--- config.mk ---
export PLATFORM = sky130hd
export DESIGN_NAME = clk_gate_ctrl
export DESIGN_NICKNAME = d
export VERILOG_FILES = /design/src/rtl/clk_gate_ctrl.sv
export SDC_FILE = /design/constraint.sdc
export NUM_CORES = 1
export LEC_CHECK = 0
export CAP_MARGIN = 20
export CORE_UTILIZATION = 34
export CTS_BUF_LIST = sky130_fd_sc_hd__clkbuf_4
export CTS_CLUSTER_SIZE = 25
export DETAILED_ROUTE_END_ITERATION = 12
export GPL_TIMING_DRIVEN = 0
export HOLD_SLACK_MARGIN = 0.03
export SLEW_MARGIN = 40
export SYNTH_ARGS = -nofsm -noshare
export SYNTH_HDL_FRONTEND = slang
export SYNTH_SLANG_ARGS = --single-unit
--- constraint.sdc ---
create_clock -name CLK -period 8.3 [get_ports CLK]
set_clock_uncertainty 0.15 [all_clocks]
set_input_delay 1.66 -clock CLK [delete_from_list [all_inputs] [get_ports CLK]]
set_output_delay 1.66 -clock CLK [all_outputs]
set_load 0.02 [all_outputs]
--- src/rtl/clk_gate_ctrl.sv ---
// clk_gate_ctrl: multi-channel automatic clock-gating controller.
// Each channel has an idle-detect / wake state machine that drives a
// glitch-free latch-and-AND clock gate. Channels are fully independent.
//
// Wake handshake (WAKE_REQ / WAKE_ACK), per channel:
//   WAKE_REQ is a level. The requester raises it and holds it until it sees
//   WAKE_ACK. WAKE_ACK is high in every cycle where WAKE_REQ is high and the
//   channel is in ON, so ACK implies the channel clock is running. ACK drops
//   combinationally with REQ. Dropping REQ before ACK does not abort a wake.
module clk_gate_ctrl #(
  parameter int NUM_CH   = 4,
  parameter int IDLE_W   = 8,
  parameter int WAKE_CYC = 2
) (
  input  logic                  CLK,
  input  logic                  RST,
  input  logic [NUM_CH-1:0]     BUSY,
  input  logic [NUM_CH-1:0]     WAKE_REQ,
  output logic [NUM_CH-1:0]     WAKE_ACK,
  input  logic                  FORCE_ON,
  input  logic [IDLE_W-1:0]     IDLE_THRESH,
  output logic [NUM_CH-1:0]     CH_ON,
  output logic [NUM_CH-1:0]     GATED_CLK,
  // Per-channel FSM state, two bits per channel (ON=0, DRAIN=1, OFF=2, WAKE=3).
  output logic [2*NUM_CH-1:0]   DBG_STATE
);

  typedef enum logic [1:0] {
    ST_ON    = 2'd0,
    ST_DRAIN = 2'd1,
    ST_OFF   = 2'd2,
    ST_WAKE  = 2'd3
  } state_e;

  localparam logic [IDLE_W-1:0] WAKE_CNT = IDLE_W'(WAKE_CYC);
  localparam logic [IDLE_W-1:0] CNT_ONE  = IDLE_W'(1);
  localparam logic [IDLE_W-1:0] CNT_MAX  = '1;

  state_e            state_q [NUM_CH];
  state_e            state_d [NUM_CH];
  // Shared counter: idle cycles while draining, wake cycles while waking.
  logic [IDLE_W-1:0] cnt_q   [NUM_CH];
  logic [IDLE_W-1:0] cnt_d   [NUM_CH];

  logic [NUM_CH-1:0] act;
  logic [NUM_CH-1:0] gate_en;
  logic [NUM_CH-1:0] gate_lat;

  // A request counts as activity so a requester keeps or brings the clock up.
  assign act = BUSY | WAKE_REQ;

  // Next-state and counter update for every channel.
  always_comb begin
    for (int i = 0; i < NUM_CH; i++) begin
      state_d[i] = state_q[i];
      cnt_d[i]   = cnt_q[i];
      case (state_q[i])
        ST_ON: begin
          cnt_d[i] = '0;
          if (!act[i] && (IDLE_THRESH != '0)) begin
            state_d[i] = ST_DRAIN;
            cnt_d[i]   = CNT_ONE;
          end
        end
        ST_DRAIN: begin
          // Activity wins over expiry; the threshold is the live value.
          if (act[i] || (IDLE_THRESH == '0)) begin
            state_d[i] = ST_ON;
            cnt_d[i]   = '0;
          end else if (cnt_q[i] >= IDLE_THRESH) begin
            state_d[i] = ST_OFF;
            cnt_d[i]   = '0;
          end else if (cnt_q[i] != CNT_MAX) begin
            cnt_d[i]   = cnt_q[i] + CNT_ONE;
          end
        end
        ST_OFF: begin
          cnt_d[i] = '0;
          if (act[i]) begin
            state_d[i] = ST_WAKE;
            cnt_d[i]   = CNT_ONE;
          end
        end
        ST_WAKE: begin
          // Runs to completion even if the request is withdrawn.
          if (cnt_q[i] == WAKE_CNT) begin
            state_d[i] = ST_ON;
            cnt_d[i]   = '0;
          end else begin
            cnt_d[i]   = cnt_q[i] + CNT_ONE;
          end
        end
        default: begin
          state_d[i] = ST_ON;
          cnt_d[i]   = '0;
        end
      endcase
    end
  end

  // State and counter registers with synchronous reset to ON.
  always_ff @(posedge CLK) begin
    for (int i = 0; i < NUM_CH; i++) begin
      if (RST) begin
        state_q[i] <= ST_ON;
        cnt_q[i]   <= '0;
      end else begin
        state_q[i] <= state_d[i];
        cnt_q[i]   <= cnt_d[i];
      end
    end
  end

  // Registered state decode to channel enable, acknowledge and gate enable.
  always_comb begin
    CH_ON     = '0;
    WAKE_ACK  = '0;
    gate_en   = '0;
    DBG_STATE = '0;
    for (int i = 0; i < NUM_CH; i++) begin
      CH_ON[i]             = (state_q[i] != ST_OFF);
      WAKE_ACK[i]          = WAKE_REQ[i] && (state_q[i] == ST_ON) && !RST;
      // Clocks keep running during reset so downstream resets complete.
      gate_en[i]           = CH_ON[i] || FORCE_ON || RST;
      DBG_STATE[2*i +: 2]  = state_q[i];
    end
  end

  // Gate latch: transparent while CLK is low, so enable changes made during
  // the high phase only take effect from the next full high phase.
  always_latch begin
    if (!CLK) begin
      gate_lat <= gate_en;
    end
  end

  assign GATED_CLK = {NUM_CH{CLK}} & gate_lat;

endmodule

**Word level (Yosys, flattened, before mapping)**

Memory sizes are Yosys's and may differ from the RTL's.
Index checks and enable logic that the tools add are counted.

- Add/subtract/negate cells: 4
- Bitwise gates (word level): 10
- Magnitude comparators: 4
- Eq/ne operators: 24
- Mux-type cells: 65
- Reduce and logical (&&, ||, !) cells: 35

Operator list:

| cell | count |
|---|---|
| $mux 8 | 20 |
| $pmux 8 s4 | 4 |
| $mux 2 | 24 |
| $add 8x1->8 const B | 4 |
| $eq 8x2->1 const B | 4 |
| $ge 8x8->1 | 4 |
| $ne 8x8->1 const B | 4 |
| $pmux 2 s4 | 4 |
| $eq 2x2->1 const B | 8 |
| $logic_and 1x1->1 | 12 |
| $logic_or 1x1->1 | 12 |
| $mux 1 | 11 |
| $eq 2x1->1 const B | 4 |
| $logic_not 2->1 | 4 |
| $logic_not 8->1 | 1 |
| $mux 4 | 2 |
| $ne 2x2->1 const B | 4 |
| $or 1x1->1 | 8 |
| $reduce_bool 8->1 | 1 |
| $logic_not 1->1 | 5 |
| $and 4x4->4 | 1 |
| $or 4x4->4 | 1 |

- Output and inout bits: 20
- Bits in registers: 0
- Memory bits (writable): 40
- Word-level logic and storage cells: 148
- Memories kept: 2
- Latch bits: 4

Memories:

| memory | depth | width | read ports | clocked after Yosys merged registers in | write ports | line | text |
|---|---|---|---|---|---|---|---|
| cnt_q | 4 | 8 | 4 | 0 | 4 | 42 | `logic [IDLE_W-1:0] cnt_q [NUM_CH];` |
| state_q | 4 | 2 | 4 | 0 | 4 | 39 | `state_e state_q [NUM_CH];` |

**Longest topological paths before layout**

Gate-level depths: netlist (run 1).
An unclocked memory read counts as a cell.

- Word-level depth: 7
- Gate-level depth with buffers: 7
- Mapped depth without buffers: 7

==> impl_metrics.tcl, run 1 <==
set metrics [dict create \
    status "finished clean" \
    grt_max_degree 14 \
    fp.coreArea_um2 9280 \
    finish.instance_area_um2 3940 \
    synth_simple_gate_area_share_pct 19.7 \
    worst_slew_pin_slew_ps 637 \
    hold_path.class "register to register" \
    postRouteAntennaNets 0 \
    relSlewSlack_pct 57.5 \
    finalWorstSetupSlack_ps 739 \
    power.net_switching_uw 186 \
    ys_types 57 \
    fin_total_pwr_uw 576 \
    num_antenna_cells 0 \
    cp_common_cell "clkbuf_1" \
    grt_pass1_wl_um 14500 \
    synthMuxAreaShare_pct 0.952 \
    holdWs_ps 405 \
    slew_viol_final 0 \
    cp.required_ps 4460 \
    rsz0062_at_grt "no" \
    dieHeight_um 100 \
    synth-compound-area-share_pct 23.4 \
    p_comb_share_pct 17.3 \
    timing.critical_path.cells "clkdlybuf4s50_1 > clkbuf_1 > clkbuf_1 > nor2_1 > nand3_1" \
    yosys.area.top_type "dfxtp_1" \
    cp_max_fo 10 \
    start_kind "primary input" \
    die_w_um 100 \
    io_pins 39 \
    synthesis.area_um2 3280 \
    critPathMaxStageDelay_ps 590 \
    first_global_vias 2990 \
    synth_fp_nets 448 \
    cts_tree "done" \
    num-fill-cells 969 \
    ys.flop_type "dfxtp_1" \
    power_per_cell_area_nw_per_um2 146 \
    dpl_cell_area_um2 3830 \
    synth_top_area_share_pct 24.4 \
    yosys.area_share.xor_xnor_pct 6.40 \
    synth-seq-cells 44 \
    hpwl_um 6200 \
    synthTopCellsByCount "52 x ha_1, 40 x dfxtp_1, 39 x o21ai_0, 25 x nor2_1" \
    seqPwrFrac_pct 37.5 \
    cp-end-kind "latch" \
    synth.most_common_cell "ha_1" \
    yosysWarnings 0 \
    hold_violations 0 \
    p_clk_share_pct 45.2 \
    multi_input_area_um2 2310 \
    syn2layout_area_growth_pct 20.1 \
    drt-pass1-iter-count 5 \
    cap_viol_max_count 0 \
    cts-resized-gates 0 \
    worstSkewPairLatency_ps 470 \
    synth_edf_count 0 \
    cp.arrival_ps 3720 \
    ir_drop_v 0.000211 \
    finalSetupViolCount 0 \
    cp_slowest_cell "clkdlybuf4s50_1" \
    drtIter0Drc 95 \
    clkSlewWorstSetupHoldPaths_ps 130 \
    grt_usage_pct 18.6 \
    drc 0 \
    regArea_um2 861 \
    pre_cts_ws_ps 231 \
    fin_tns_setup_ps 0 \
    hold_buffers 0 \
    post_cts_buffers 0 \
    antenna_found_initial 0 \
    drive_above_1_share_pct 7.71 \
    routed_via_density 5.39 \
    ys_top_cells_by_area "dfxtp_1 24%, ha_1 20%, o21ai_0 5.9%" \
    p_leak_nw 1.53 \
    fin_nets 497 \
    dieArea_um2 10100 \
    io_buffers 38 \
    place_congestion 0.808 \
    overflow 0 \
    initial_core_util_pct 35.4 \
    synth-async-reset-ratio_pct 0 \
    wl_per_cell_um 15.2 \
    critPathKind "primary input to latch" \
    wirelength_um 8460 \
    p_int_uw 390 \
    netSwitchingFraction_pct 32.3 \
    synth_top_family_by_area "compound AO/OA/AOI/OAI gates" \
    avgSynthCellArea_um2 8.71 \
    synth_fa_ha_area_share_pct 19.8 \
    rows 35 \
    vias 3001 \
    syn_inst 377 \
]
==> critical path, delay by kind of cell <==
| kind | cells | cell delay [ps] |
|---|---|---|
| buffers and inverters | 3 | 1640 |
| AND/OR/NAND/NOR | 2 | 410 |
==> power by group through the flow <==
| stage | Combinational, mW | Clock [mW] | Sequential [mW] |
|---|---|---|---|
| finish | 0.0994 | 0.260 | 0.216 |
| floorplan | 0.0585 | 0.0411 | 0.224 |
| global route | 0.111 | 0.287 | 0.218 |
| CTS | 0.0994 | 0.272 | 0.216 |
| detailed placement | 0.0985 | 0.0775 | 0.221 |
| global placement | 0.0969 | 0.0775 | 0.221 |
==> state kept, by name (all words and copies together), names as in the netlist, named ones only <==
signal / count
cnt_q: 32
state_q: 4
gate_lat: 4
==> per-stage QoR <==
step / util (%) / cells
floorplan: - / 377
global placement: 41.2 / 544
detailed placement: 41.2 / 544
CTS: 42.5 / 557
global route: 42.5 / 557
finish: 42.5 / 557
==> logic make-up after synthesis <==
| kind of cell | Yosys count |
|---|---|
| compound gates | 105 |
| simple gates | 119 |
| mux | 3 |
| flops | 40 |
| latches | 4 |
| xor+xnor | 24 |
| fa+ha+maj | 52 |
| buf+inv | 30 |
==> metal layers <==
metal	GRT usage [%]	vias up	share of wire (%)
met1	24.9	1391	50
met3	5.92	12	5.6
li1	-	1526	-
met2	27.9	72	44
met4	6.47	0	1.2
met5	0	-	0
==> cell usage in the layout (no fill, tap or decap), types with 3 or more instances in the layout <==
master           netlist  layout
a21boi_0               4       4
and2_1                 5       5
nand2_1               15      15
o21ai_0               39      38
ha_1                  52      52
nand3_1               23      23
nor3b_1                3       3
xor2_1                14      14
nor3_1                14      14
dfxtp_1               40      40
a211o_1                5       5
o41ai_1                4       4
xnor2_1               10      10
clkbuf_1               5       5
and3_1                 7       7
a311oi_1               4       4
or3_1                  3       3
a21oi_1                6       6
o31ai_1                3       3
nor2_1                25      25
dlxtn_1                4       4
inv_1                 23      23
clkdlybuf4s50_1        0      38
nand4_1                8       8
o211ai_1               7       7
nor4b_1                4       4
clkbuf_4               0      11
a21o_1                 5       5
a2111oi_0              6       6
==> path summary, 6_finish.rpt <==
kind | start | end | slack [ps] | cells after the start
max | RST | gate_lat[0] | 740 | 5
min | cnt_q[1][1] | cnt_q[1][1] | 410 | 2
max reg2reg | state_q[3][0] | gate_lat[3] | 3100 | 3
min reg2reg | cnt_q[1][1] | cnt_q[1][1] | 410 | 2
==> area by class of cell <==
cell class	instances	area share [%]
Buffer	7	0.730
Clock buffer	15	3.11
Clock inverter	2	0.888
Inverter	23	2.19
Multi-Input combinational cell	303	58.5
Sequential cell	44	21.8
Tap cell	129	4.09
Timing Repair Buffer	34	8.63
No activity file was read; power rests on OpenSTA's default activity.
==> inputs of run 2 (changes only) <==
--- a/config.mk
+++ b/config.mk
@@ -6,12 +6,13 @@
 export NUM_CORES = 1
 export LEC_CHECK = 0
 export CAP_MARGIN = 20
-export CORE_UTILIZATION = 34
+export CORE_UTILIZATION = 50
 export CTS_BUF_LIST = sky130_fd_sc_hd__clkbuf_4
 export CTS_CLUSTER_SIZE = 25
 export DETAILED_ROUTE_END_ITERATION = 12
 export GPL_TIMING_DRIVEN = 0
 export HOLD_SLACK_MARGIN = 0.03
+export PLACE_DENSITY = 0.73
 export SLEW_MARGIN = 40
 export SYNTH_ARGS = -nofsm -noshare
 export SYNTH_HDL_FRONTEND = slang
==> constraint.sdc (replaced) <==
create_clock -name CLK -period 8.3 [get_ports CLK]
set_clock_uncertainty 0.15 [all_clocks]
set_input_delay 1.66 -clock CLK [delete_from_list [all_inputs] [get_ports CLK]]
set_output_delay 1.66 -clock CLK [all_outputs]
set_load 0.1 [all_outputs]
==> run 2 against run 1 <==
Against the previous run: sequential power about the same; total power up 21%; sequential share of layout area up 0.98 points; sequential cell count unchanged; clock power up 36%; count of clock-buffer cells in the layout up 1; non-clock buffer count unchanged; core utilization up 17 points; first-iteration DRC count up 64%; hold slack better by 15 ps; wire length down 4.3%; register-to-register slack worse by 20 ps.
==> impl_metrics.tcl, run 2 (synthesis results as in run 1) <==
set metrics [dict create \
    routed_via_density 6.09 \
    cap_viol_max_count 0 \
    dpl_cell_area_um2 3680 \
    worstSkewPairLatency_ps 470 \
    dieArea_um2 6900 \
    pre_cts_ws_ps 306 \
    p_leak_nw 1.53 \
    io_buffers 38 \
    die_w_um 83.1 \
    cp_max_fo 1 \
    post_cts_buffers 0 \
    wl_per_cell_um 16.0 \
    hold_buffers 0 \
    status "finished clean" \
    overflow 0 \
    num-fill-cells 580 \
    worst_slew_pin_slew_ps 972 \
    hpwl_um 5920 \
    finalWorstSetupSlack_ps 223 \
    antenna_found_initial 0 \
    first_global_vias 2983 \
    cts-resized-gates 0 \
    critPathKind "latch to output pin" \
    reg.largest.list "cnt_q (32), gate_lat (4), state_q (4)" \
    drtIter0Drc 156 \
    dieHeight_um 83.1 \
    grt_usage_pct 24.9 \
    initial_core_util_pct 51.7 \
    ir_drop_v 0.000267 \
    relSlewSlack_pct 35.0 \
    rsz0062_at_grt "no" \
    drive_above_1_share_pct 11.2 \
    slew_viol_final 0 \
    regMostFlops "cnt_q" \
    hold_path.class "register to register" \
    wirelength_um 8100 \
    start_kind "latch" \
    fp.coreArea_um2 6350 \
    cp.arrival_ps 6270 \
    fin_tns_setup_ps 0 \
    cts_tree "done" \
    drt-pass1-iter-count 4 \
    holdWs_ps 420 \
    drc 0 \
    grt_max_degree 13 \
    postLayoutCoreUtil_pct 59.4 \
    power_per_cell_area_nw_per_um2 185 \
    regArea_um2 861 \
    cp-end-kind "output pin" \
    cp.required_ps 6490 \
    rows 29 \
    multi_input_area_um2 2310 \
    final_common_cell "ha_1" \
    syn2layout_area_growth_pct 14.9 \
    final_cell_mix "52 x ha_1, 40 x dfxtp_1, 39 x o21ai_0" \
    finish.instance_area_um2 3770 \
    largest_register_ffs 32 \
    postRouteAntennaNets 0 \
    hold_violations 0 \
    grt_pass1_wl_um 13800 \
    clkSlewWorstSetupHoldPaths_ps 120 \
    num_antenna_cells 0 \
    fin_nets 497 \
    finalSetupViolCount 0 \
    io_pins 39 \
    place_congestion 0.843 \
    vias 3075 \
]
[run 2: changes by cell type in the layout (fill, tap and decap cells not counted)]
cell | previous run | this run
clkinv_1 | 0 | 1
bufinv_16 | 1 | 0
o21ai_1 | 2 | 1
clkinv_2 | 1 | 0
o21ai_0 | 38 | 39
buf_2 | 0 | 16
clkdlybuf4s50_1 | 38 | 22
clkbuf_4 | 11 | 12
[run 2: cell type report]
| type | instances | share of cell area (%) |
|---|---|---|
| buffer | 7 | 0.762 |
| sequential | 44 | 22.8 |
| inverter | 23 | 2.29 |
| clock inverter | 1 | 0.0994 |
| multi-input combinational | 303 | 61.2 |
| clock buffer | 16 | 3.45 |
| tap | 77 | 2.55 |
| timing repair buffer | 34 | 6.89 |
[run 2: report_power, final]
part | leakage (nW) | internal, mW | switching [mW]
Clock | 0.0817 | 0.108 | 0.247
Sequential | 0.357 | 0.210 | 0.00620
Combinational | 1.09 | 0.0396 | 0.0865
[run 2: per-stage QoR]
step / total power, mW / cells
final: 0.697 / 505
after detailed placement: 0.547 / 492
after global routing: 0.725 / 505
after global placement: 0.550 / 492
after CTS: 0.700 / 505
after floorplan: 0.480 / 377
[run 2: per-layer routing]
| metal | GRT usage (%) | share of wire, % | up-vias |
|---|---|---|---|
| met1 | 30.1 | 46 | 1449 |
| met3 | 8.25 | 6.0 | 15 |
| li1 | - | - | 1522 |
| met5 | 0 | 0 | - |
| met2 | 40.2 | 47 | 89 |
| met4 | 10.8 | 1.8 | 0 |
[run 2: path summary, 6_finish.rpt]
| kind | start | to | slack (ps) | depth (start not counted) |
|---|---|---|---|---|
| min | cnt_q[0][0] | cnt_q[0][0] | 420 | 1 |
| min reg2reg | cnt_q[0][0] | cnt_q[0][0] | 420 | 1 |
| max reg2reg | state_q[1][0] | gate_lat[1] | 3080 | 3 |
| max | gate_lat[3] | GATED_CLK[3] | 220 | 2 |
[run 2: critical path: stages (launching register included)]
cell and delay (ps):
dlxtn_1 410, and2_1 110, clkdlybuf4s50_1 1130
==> RTL change: new RTL, flow settings as in run 1 <==
Change the parameter `NUM_CH` from 4 to 2.
--- a/src/rtl/clk_gate_ctrl.sv
+++ b/src/rtl/clk_gate_ctrl.sv
@@ -9,5 +9,5 @@
 //   combinationally with REQ. Dropping REQ before ACK does not abort a wake.
 module clk_gate_ctrl #(
-  parameter int NUM_CH   = 4,
+  parameter int NUM_CH   = 2,
   parameter int IDLE_W   = 8,
   parameter int WAKE_CYC = 2
Interface: changed (6 resized); port bits go from 39 to 25. The function was not compared with the original's and may differ.
==> RTL change against run 1 <==
- critical path depth shrank 3
- sequential cell count is 22 lower
- clock power fell by 51%
- wire length down 56%
- design area down 48%
- power is 51% lower
- worst setup slack better by 77 ps
- area after synthesis decreased by 49%
- via count shrank 49%
- sequential power fell by 50%
- critical endpoint is now GATED_CLK[0]
- largest cell class unchanged
- largest power group unchanged
- highest routed layer unchanged
==> RTL change: results (changes against run 1) <==
Comb. pwr - 0.0498 mW (-50%)
non-filler instance count after layout - 299 (-46%)
Setup WS post-layout - 816 ps (+76.9 ps)
run status - completed
post-synth net total - 238 (-47%)
P_leak - 0.786 nW (-49%)
CP max FO - 1 (-9)
Hold Slack - 402 ps (-3.23 ps)
port bufs - 24 (-37%)
Synth Area in Compound Gates - 21.1% (-2.4 points)
drt wl/cell - 12.3 um (-19%)
final hold violations - 0 (unchanged)
post-CTS setup buffer count - 0 (unchanged)
vias in the first global route - 1475 (-51%)
placed instance area - 1990 um2 (-48%)
Seq. pwr - 0.108 mW (-50%)
met3 usage - 6.94% (+1.0 points)
final net count - 271 (-45%)
met1 usage - 20.5% (-4.4 points)
synth cell count leaders - 24 x ha_1, 20 x dfxtp_1, 20 x o21ai_0
Synth area leaders - dfxtp_1 24%, ha_1 18%, o21ai_0 6.0%
share of cells above drive strength 1 - 6.90% (-0.81 points)
HPWL Detailed - 2890 um (-53%)
Slowest-stage cell, CP - clkdlybuf4s50_1
Detailed Routing Iterations Pass 1 - 4 (-1)
gp weighted congestion - 0.777 (-3.8%)
1st-iter DRT viols - 65 (-32%)
placed cell count - 290 (-47%)
GRT Util Overall - 16.4% (-2.1 points)
Seq pwr share - 37.8% (+0.3 points)
Adder-Cell Fraction of Synth Area - 18.1% (-1.8 points)
Worst Setup SP - gate_lat[0]
first-pass GRT wire length - 6570 um (-55%)
reg-to-reg slack, setup - 3060 ps (-40 ps)
Filler cells - 485 (-50%)
Worst-path clk slew - 140 ps
Post-Synth XOR/XNOR Area - 6.32% (-0.079 points)
Clk Latency, worst-skew pair - 420 ps (-50 ps)
GR Layer Usage met2 - 25.9% (-2.0 points)
Yosys cell types - 43 (-25%)
crit path to - GATED_CLK[0]
end of the worst register-to-register path - gate_lat[0]
via/cell ratio - 5.08 (-5.6%)
largest net degree at the start of global routing - 13 (-1)
worst vdd ir - 0.0982 mV (-53%)
Switching Power - 0.0908 mW (-51%)
measured slew at the worst slew-check pin - 544 ps (-93.0 ps)
proportion of synthesized area in mux cells - 1.81% (+0.85 points)
Avg Cell Area, Syn - 8.36 um2 (-4.1%)
Critical Path AT - 5670 ps (+1950 ps)
worst slack at placement - 1280 ps (+1050 ps)
post-CTS sizing - 0 (unchanged)
Top Registers - cnt_q: 16 flops, gate_lat: 2 flops, state_q: 2 flops
RTL change: cell count changes after synthesis, sizes merged, moves of 8 or more:
cell / delta
dfxtp: -20
o21ai: -16
inv: -10
nand4: -8
nor2: -11
xor2: -8
ha: -28
nand3: -15
RTL change: area by class of cell:
class / instances / area [um2] / share of cell area, %
multi-input cells: 162 / 1180 / 57.4
flip-flops and latches: 22 / 430 / 21.0
repair buffers: 22 / 220 / 10.7
well taps: 67 / 83.8 / 4.09
clock buffers: 10 / 80.1 / 3.90
inverters: 13 / 48.8 / 2.38
plain buffers: 2 / 7.51 / 0.366
clock inverters: 1 / 3.75 / 0.183
RTL change: worst min-delay path, cell delays in order, from the launching register on:
cell and delay, ps:
dfxtp_1 380, nand2b_1 80, mux2i_1 60
RTL change: per-layer routing:
| metal | vias to the layer above | wire length (um) |
|---|---|---|
| met3 | 4 | 150 |
| li1 | 796 | - |
| met1 | 692 | 1810 |
| met2 | 28 | 1700 |
| met5 | - | 0 |
| met4 | 0 | 25 |
